## src/rtl/quad_decoder_multi_if.sv

```systemverilog
// -----------------------------------------------------------------------------
// quad_decoder_multi_if
//   Bundles the encoder-pin inputs, control strobes and decoded outputs of
//   quad_decoder_multi so the decoder and its user share one port.
//
//   Parameters : CHANNELS, POS_W (must match the decoder instance)
//   Signals    : quad_in  [2*CHANNELS]     raw pins, ch n: bit 2n = A, 2n+1 = B
//                clear    [CHANNELS]       synchronous position clear
//                err_clr  [CHANNELS]       synchronous error-flag clear
//                pos_out  [CHANNELS*POS_W] detent positions
//                step_cw  [CHANNELS]       one-cycle detent-increment pulse
//                step_ccw [CHANNELS]       one-cycle detent-decrement pulse
//                err      [CHANNELS]       sticky illegal-transition flag
//                vel_out  [CHANNELS*8]     detents per window (QDEC_VELOCITY_EN)
//   Modports   : master drives pins/strobes, slave is the decoder.
// -----------------------------------------------------------------------------
interface quad_decoder_multi_if #(
  parameter int CHANNELS = 2,
  parameter int POS_W    = 8
);
  logic [2*CHANNELS-1:0]     quad_in;
  logic [CHANNELS-1:0]       clear;
  logic [CHANNELS-1:0]       err_clr;
  logic [CHANNELS*POS_W-1:0] pos_out;
  logic [CHANNELS-1:0]       step_cw;
  logic [CHANNELS-1:0]       step_ccw;
  logic [CHANNELS-1:0]       err;
`ifdef QDEC_VELOCITY_EN
  logic [CHANNELS*8-1:0]     vel_out;

  modport master (
    output quad_in, clear, err_clr,
    input  pos_out, step_cw, step_ccw, err, vel_out
  );
  modport slave (
    input  quad_in, clear, err_clr,
    output pos_out, step_cw, step_ccw, err, vel_out
  );
`else
  modport master (
    output quad_in, clear, err_clr,
    input  pos_out, step_cw, step_ccw, err
  );
  modport slave (
    input  quad_in, clear, err_clr,
    output pos_out, step_cw, step_ccw, err
  );
`endif
endinterface

```

## src/rtl/quad_decoder_multi.sv

```systemverilog
// -----------------------------------------------------------------------------
// quad_decoder_multi
//   Multi-channel quadrature (rotary encoder) decoder. Per channel:
//   2-flop synchroniser and per-bit debouncer on A/B, Gray-code decode into an
//   up/down sub-step counter, detent position taken as the counter's upper
//   POS_W bits (wrap or saturate), one-cycle detent pulses and a sticky flag
//   for illegal double-edge transitions.
//
//   Ports:
//     clk  - clock
//     rst  - asynchronous active-high reset
//     bus  - quad_decoder_multi_if.slave (pins, clear, err_clr, pos_out,
//            step_cw, step_ccw, err[, vel_out])
//
//   Optional feature (macro QDEC_VELOCITY_EN): adds parameter WIN_LOG2 and
//   drives bus.vel_out with the number of detent pulses per channel seen in
//   each 2^WIN_LOG2-clock window (saturating at 255).
// -----------------------------------------------------------------------------
module quad_decoder_multi #(
  parameter int CHANNELS   = 2,
  parameter int POS_W      = 8,
  parameter int STEPS_LOG2 = 2,
  parameter int DEB_CYCLES = 4,
  parameter int SATURATE   = 0
`ifdef QDEC_VELOCITY_EN
  ,
  parameter int WIN_LOG2   = 16
`endif
) (
  input  logic                 clk,
  input  logic                 rst,
  quad_decoder_multi_if.slave  bus
);

  localparam int              CNT_W    = POS_W + STEPS_LOG2;
  localparam logic [7:0]      DEB_LAST = 8'(DEB_CYCLES - 1);
  localparam logic [CNT_W-1:0] CNT_MAX = '1;

  // Synchroniser fill tracker: sync2 only carries real pin values from the
  // second edge after reset, so priming must not look at it before then.
  logic [1:0] fill_q, fill_d;
  logic       sync_ready;

  always_comb begin
    fill_d = fill_q;
    if (fill_q != 2'd2) fill_d = fill_q + 2'd1;
  end

  assign sync_ready = (fill_q == 2'd2);

  always_ff @(posedge clk or posedge rst) begin
    if (rst) fill_q <= '0;
    // NOTE: flops use non-blocking assignments so every register samples the
    // pre-edge value of the others, independent of statement order.
    else     fill_q <= fill_d;
  end

  logic [CHANNELS-1:0]       cw_vec;
  logic [CHANNELS-1:0]       ccw_vec;
  logic [CHANNELS-1:0]       err_vec;
  logic [CHANNELS*POS_W-1:0] pos_vec;

  for (genvar n = 0; n < CHANNELS; n++) begin : g_ch
    // Bit 0 = A, bit 1 = B throughout.
    logic [1:0]      sync1_q, sync2_q;
    logic [1:0]      deb_q, deb_d;
    logic [1:0][7:0] deb_cnt_q, deb_cnt_d;
    logic [1:0]      prev_q, prev_d;
    logic            primed_q, primed_d;
    logic [CNT_W-1:0] cnt_q, cnt_d;
    logic            cw_q, cw_d, ccw_q, ccw_d, err_q, err_d;

    logic a_chg, b_chg, dir_ccw, step_up, step_dn, illegal;
    logic [CNT_W-1:0] cnt_up, cnt_dn;

    // Debounce: a bit follows its synced value only after DEB_CYCLES
    // consecutive disagreeing clocks; any agreement restarts the count.
    always_comb begin
      // NOTE: defaults first so every path assigns every output and no latch
      // is inferred.
      deb_d     = deb_q;
      deb_cnt_d = deb_cnt_q;
      for (int b = 0; b < 2; b++) begin
        if (sync2_q[b] == deb_q[b]) begin
          deb_cnt_d[b] = '0;
        end else if (deb_cnt_q[b] == DEB_LAST) begin
          deb_d[b]     = sync2_q[b];
          deb_cnt_d[b] = '0;
        end else begin
          deb_cnt_d[b] = deb_cnt_q[b] + 8'd1;
        end
      end
    end

    // Quadrature decode. A legal move changes exactly one bit; its direction
    // is A(prev) xor B(now): 0 for the 00->10->11->01 sequence, 1 for reverse.
    assign a_chg   = prev_q[0] ^ deb_q[0];
    assign b_chg   = prev_q[1] ^ deb_q[1];
    assign dir_ccw = prev_q[0] ^ deb_q[1];
    assign step_up = primed_q & (a_chg ^ b_chg) & ~dir_ccw;
    assign step_dn = primed_q & (a_chg ^ b_chg) &  dir_ccw;
    assign illegal = primed_q & a_chg & b_chg;

    // Saturate mode clamps the full sub-step counter; wrap mode relies on
    // natural modulo-2^CNT_W arithmetic.
    always_comb begin
      cnt_up = cnt_q + 1'b1;
      cnt_dn = cnt_q - 1'b1;
      if (SATURATE != 0) begin
        if (cnt_q == CNT_MAX) cnt_up = cnt_q;
        if (cnt_q == '0)      cnt_dn = cnt_q;
      end
    end

    always_comb begin
      prev_d   = prev_q;
      primed_d = primed_q;
      cnt_d    = cnt_q;
      cw_d     = 1'b0;
      ccw_d    = 1'b0;
      err_d    = err_q;

      if (!primed_q) begin
        // Prime from the first settled debounced sample: synchroniser filled
        // and no debounce change pending, so the initial pin state is never
        // mistaken for a transition from the reset value.
        if (sync_ready && (sync2_q == deb_q)) begin
          prev_d   = deb_q;
          primed_d = 1'b1;
        end
      end else begin
        prev_d = deb_q;
        if (step_up) begin
          cnt_d = cnt_up;
          cw_d  = (cnt_up[CNT_W-1:STEPS_LOG2] != cnt_q[CNT_W-1:STEPS_LOG2]);
        end else if (step_dn) begin
          cnt_d = cnt_dn;
          ccw_d = (cnt_dn[CNT_W-1:STEPS_LOG2] != cnt_q[CNT_W-1:STEPS_LOG2]);
        end
      end

      // A new illegal transition outranks a simultaneous clear request.
      if (bus.err_clr[n]) err_d = 1'b0;
      if (illegal)        err_d = 1'b1;

      // Clear outranks a same-cycle step and swallows its pulse.
      if (bus.clear[n]) begin
        cnt_d = '0;
        cw_d  = 1'b0;
        ccw_d = 1'b0;
      end
    end

    always_ff @(posedge clk or posedge rst) begin
      if (rst) begin
        sync1_q   <= '0;
        sync2_q   <= '0;
        deb_q     <= '0;
        deb_cnt_q <= '0;
        prev_q    <= '0;
        primed_q  <= 1'b0;
        cnt_q     <= '0;
        cw_q      <= 1'b0;
        ccw_q     <= 1'b0;
        err_q     <= 1'b0;
      end else begin
        sync1_q   <= bus.quad_in[2*n +: 2];
        sync2_q   <= sync1_q;
        deb_q     <= deb_d;
        deb_cnt_q <= deb_cnt_d;
        prev_q    <= prev_d;
        primed_q  <= primed_d;
        cnt_q     <= cnt_d;
        cw_q      <= cw_d;
        ccw_q     <= ccw_d;
        err_q     <= err_d;
      end
    end

    assign cw_vec[n]                  = cw_q;
    assign ccw_vec[n]                 = ccw_q;
    assign err_vec[n]                 = err_q;
    assign pos_vec[n*POS_W +: POS_W]  = cnt_q[CNT_W-1:STEPS_LOG2];
  end

  assign bus.step_cw  = cw_vec;
  assign bus.step_ccw = ccw_vec;
  assign bus.err      = err_vec;
  assign bus.pos_out  = pos_vec;

`ifdef QDEC_VELOCITY_EN
  // Free-running measurement window shared by all channels.
  logic [WIN_LOG2-1:0] win_q, win_d;
  logic                win_end;

  assign win_d   = win_q + 1'b1;
  assign win_end = &win_q;

  always_ff @(posedge clk or posedge rst) begin
    if (rst) win_q <= '0;
    else     win_q <= win_d;
  end

  logic [CHANNELS*8-1:0] vel_vec;

  for (genvar n = 0; n < CHANNELS; n++) begin : g_vel
    logic [7:0] acc_q, acc_d, vel_q, vel_d, acc_inc;

    // The pulse on the window's last cycle is folded into the value that
    // gets published, then the accumulator restarts from zero.
    always_comb begin
      acc_inc = acc_q;
      if ((cw_vec[n] | ccw_vec[n]) && (acc_q != 8'hFF)) acc_inc = acc_q + 8'd1;
      acc_d = acc_inc;
      vel_d = vel_q;
      if (win_end) begin
        vel_d = acc_inc;
        acc_d = '0;
      end
    end

    always_ff @(posedge clk or posedge rst) begin
      if (rst) begin
        acc_q <= '0;
        vel_q <= '0;
      end else begin
        acc_q <= acc_d;
        vel_q <= vel_d;
      end
    end

    assign vel_vec[n*8 +: 8] = vel_q;
  end

  assign bus.vel_out = vel_vec;
`endif

endmodule
```

## src/flat_wrapper.sv

```systemverilog
// flat-port wrapper written by rule: the top's interface ports become plain ports
module quad_decoder_multi_flat 
#(
  parameter int CHANNELS   = 2,
  parameter int POS_W      = 8,
  parameter int STEPS_LOG2 = 2,
  parameter int DEB_CYCLES = 4,
  parameter int SATURATE   = 0

)
  (clk, rst, bus_quad_in, bus_clear, bus_err_clr, bus_pos_out, bus_step_cw, bus_step_ccw, bus_err);
  quad_decoder_multi_if #(.CHANNELS(CHANNELS), .POS_W(POS_W)) bus_i ();
  input  logic clk;
  input  logic rst;
  input wire logic [$bits(bus_i.quad_in)-1:0] bus_quad_in;
  input wire logic [$bits(bus_i.clear)-1:0] bus_clear;
  input wire logic [$bits(bus_i.err_clr)-1:0] bus_err_clr;
  output wire logic [$bits(bus_i.pos_out)-1:0] bus_pos_out;
  output wire logic [$bits(bus_i.step_cw)-1:0] bus_step_cw;
  output wire logic [$bits(bus_i.step_ccw)-1:0] bus_step_ccw;
  output wire logic [$bits(bus_i.err)-1:0] bus_err;
  assign bus_i.quad_in = bus_quad_in;
  assign bus_i.clear = bus_clear;
  assign bus_i.err_clr = bus_err_clr;
  assign bus_pos_out = bus_i.pos_out;
  assign bus_step_cw = bus_i.step_cw;
  assign bus_step_ccw = bus_i.step_ccw;
  assign bus_err = bus_i.err;
  quad_decoder_multi #(.CHANNELS(CHANNELS), .POS_W(POS_W), .STEPS_LOG2(STEPS_LOG2), .DEB_CYCLES(DEB_CYCLES), .SATURATE(SATURATE)) u_core (.clk(clk), .rst(rst), .bus(bus_i));
endmodule
```

## config.mk

```make
export PLATFORM = sky130hd
export DESIGN_NAME = quad_decoder_multi_flat
export DESIGN_NICKNAME = d
export VERILOG_FILES = /design/src/rtl/quad_decoder_multi_if.sv /design/src/rtl/quad_decoder_multi.sv /design/src/flat_wrapper.sv
export SDC_FILE = /design/constraint.sdc
export NUM_CORES = 1
export LEC_CHECK = 0
export BUFFER_PORTS_ARGS = -buffer_cell sky130_fd_sc_hd__buf_2
export CORE_ASPECT_RATIO = 0.75
export CORE_MARGIN = 2
export CORE_UTILIZATION = 39
export DETAILED_ROUTE_END_ITERATION = 8
export PLACE_DENSITY = 0.65
export SLEW_MARGIN = 20
export SYNTH_ARGS = -nofsm -noshare
export SYNTH_HDL_FRONTEND = slang
export SYNTH_SLANG_ARGS = --single-unit
```

## constraint.sdc

```tcl
create_clock -name clk -period 3.3 [get_ports clk]
set_input_delay 0 -clock clk [delete_from_list [all_inputs] [get_ports clk]]
set_output_delay 0 -clock clk [all_outputs]
set_load 0.02 [all_outputs]
```

==> reports/metrics.yaml <==
io_buffers: 31
synth_edf_count: 0
grt_pass1_wl_um: 12780
synth_common_cells: "dfrtp_1, nor2_1, xor2_1"
cts_tree: "yes"
dr.first_iter.drc_count: 132
netlist_area_um2: 3995
netlist.area_leader.share: 0.4886
peakVddDrop_mv: 0.2766
drive_above_1_share: 0.1483
p_int_mw: 2.536
worst_slew_pin_slew_ns: 0.8564
grt_max_degree: 32
postCtsSetupBuffers: 0
setup_viol: 0
detail_route.first_pass.iterations: 6
die_area_um2: 11080
cp-end-kind: "flip-flop"
crit_type: "flip-flop to flip-flop"
worstHoldStart: "bus_clear[0]"
place.gp.congestion: 0.8915
htreeDepth: 3
total_power_mw: 4.172
whs_endpoint: "u_core.g_ch[0].cnt_q[5]"
synthTopCellsByArea: "dfrtp_1, xor2_1, nor2_1, xnor2_1, buf_4"
p_comb_frac: 0.414
grt_antenna_before_repair: 0
path_clk_slew_ns: 0.06
synth_warnings: 0
dieHeight_um: 91.65
worst_ep_required_time_ns: 3.51
clkSinkCount: 78
power_density_nw_per_um2: 927.5
grt_pass1_vias: 2667
async_flop_share: 1.000
routed_wl_um: 7215
num_rows: 31
nets: 433
fin_cells: 550
syn_inst: 398
status: "complete, no violations"
synth-main-ff-cell: "dfrtp_1"
hold_path_class: "input pin to flip-flop"
grt_usage: 0.1438
drv_slew: 0
boundaryPins: 32
pwr-share-clk: 0.239
cts_root_buf: "clkbuf_16"
syn_area_per_cell_um2: 10.04
cts_buffers: 9
timing.rr.end: "u_core.g_ch[0].cnt_q[9]"
crit_path_start_kind: "flip-flop"
p_seq_frac: 0.347
viasPerCell: 4.975
synth_most_common_cell: "dfrtp_1"
place.detailed.hpwl_um: 5068
netlist.top_cell.by_area: "dfrtp_1"
tns_ns: 0
clk_latency_ns: 0.33
leakagePower_nw: 2.056
period_share: 0.7158
finalCriticalPeriod_ns: 2.362
hold_viol: 0
fmax_mhz: 423.3
wl_per_cell_um: 13.12
p_sw_frac: 0.3921
drc: 0
fill_cells: 911
worstHoldPathCells: 2
crit-reg2reg-launch: "u_core.g_ch[0].deb_q[1]"
cp.arrival_ns: 2.57
p_sw_mw: 1.636
ant_nets: 0
vias: 2736
synth-seq-area-share: 0.4886
slew_headroom: 0.4250
rr_worst_depth: 5
grt_overflow: 0
rsz0062_at_grt: "false"
crit_fanout: 7
multi_input_area_um2: 1762
rrSetupSlack_ns: 0.94
die_x_um: 120.9
startpoint: "u_core.g_ch[0].deb_q[1]"
skew_ns: 0.006179
ys_types: 37
core-area_um2: 9813
cts_buffer_depth: 2
register_area_um2: 1952
ys_ff_latch: 78
diodes: 0
drv_cap: 0
start_util: 0.4071
cts_resized: 0
area.growth.synth_to_final_pct: 12.59
dpl.cell_count: 527
syn_nets: 417
-- sequential cells by signal, summed over array words and instances (netlist names) --
| register | count |
|---|---|
| u_core.g_ch.deb_cnt_q | 32 |
| u_core.g_ch.cnt_q | 20 |
| u_core.g_ch.deb_q | 4 |
| u_core.g_ch.prev_q | 4 |
| u_core.g_ch.sync1_q | 4 |
| u_core.g_ch.sync2_q | 4 |
| u_core.fill_q | 2 |
| u_core.g_ch.ccw_q | 2 |
| u_core.g_ch.cw_q | 2 |
| u_core.g_ch.err_q | 2 |
| u_core.g_ch.primed_q | 2 |
-- worst max-delay path: stages (launching register included) --
cell and delay, ns:
dfrtp_1 0.46, xor2_1 0.25, or3_1 0.49, or4_1 0.56, a21oi_1 0.17, mux2_1 0.33
-- power groups by stage --
| stage | Clock (mW) | Sequential [mW] | Combinational, mW |
|---|---|---|---|
| after CTS | 1.04 | 1.44 | 1.74 |
| final | 0.996 | 1.45 | 1.73 |
| after global placement | 0 | 1.44 | 1.69 |
| after floorplan | 0 | 1.34 | 1.56 |
| after global routing | 1.08 | 1.49 | 1.95 |
| after detailed placement | 0 | 1.46 | 1.71 |
-- through the flow --
step	util	worst slack [ns]	area, um^2	hold WS, ns
after floorplan	-	1.006	3995	0.03143
after global placement	0.4187	0.9796	4109	0.05405
after detailed placement	0.4187	0.9470	4109	0.06431
after CTS	0.4584	0.9403	4498	0.003493
after global routing	0.4584	0.8403	4498	0.03947
final	0.4584	0.9378	4498	0.02262
-- per-layer routing --
layer / wire [um] / track usage
met4: 122 / 0.05814
met2: 3184 / 0.2074
met5: 0 / 0
met3: 282 / 0.03794
met1: 3625 / 0.2047
-- cell usage in the layout (no fill, tap or decap), types with 3 or more instances in the layout --
cell	n
dfrtp_1	78
nor2_1	55
xor2_1	35
buf_2	31
nand3_1	29
xnor2_1	22
inv_1	15
nand2_1	15
mux2_2	11
nor3_1	11
nor4_1	10
ha_1	9
clkbuf_16	9
and3_1	8
dlygate4sd3_1	8
or4_1	7
o211ai_1	7
or3_1	6
a21oi_1	5
o21ai_0	5
nor4b_1	5
nor2b_1	4
nand4_1	4
nand2b_1	3
clkbuf_8	3
-- worst max path at each step --
| stage | to | slack, ns | cells after the start |
|---|---|---|---|
| 2_1_floorplan | u_core.g_ch[0].cnt_q[9] | 1.01 | 7 |
| 3_3_place_gp | u_core.g_ch[0].cnt_q[9] | 0.98 | 5 |
| 3_5_place_dp | u_core.g_ch[0].cnt_q[9] | 0.95 | 5 |
| 4_1_cts | u_core.g_ch[0].cnt_q[9] | 0.94 | 5 |
| 5_1_grt | u_core.g_ch[0].cnt_q[9] | 0.84 | 5 |
| 6_report | u_core.g_ch[0].cnt_q[9] | 0.94 | 5 |
-- area by class of cell --
| cell class | count | area share |
|---|---|---|
| Sequential cell | 78 | 0.4339 |
| Clock inverter | 3 | 0.009458 |
| Tap cell | 132 | 0.03672 |
| Multi-Input combinational cell | 268 | 0.3917 |
| Timing Repair Buffer | 41 | 0.05563 |
| Inverter | 16 | 0.01335 |
| Clock buffer | 12 | 0.05925 |
-- cells by family (layout without fill, tap and decap cells) --
kind of cell             count (synthesis)  in the layout  synth area share
adder cells (fa/ha/maj)                  9              9           0.02819
AO/OA/AOI/OAI                           24             24           0.04009
multiplexers                            14             14           0.03884
flip-flops                              78             78            0.4886
AND/OR/NAND/NOR                        164            164            0.2089
XOR/XNOR                                57             57            0.1250
buffers and inverters                   52             72           0.07047
-- what timing repair did --
| item | in CTS | in global routing |
|---|---|---|
| setup endpoints to repair | 0 | 0 |
| hold buffers | 8 | 0 |
| endpoints found under the hold margin | 32 | 0 |
Power figures use the tool's default switching activity.
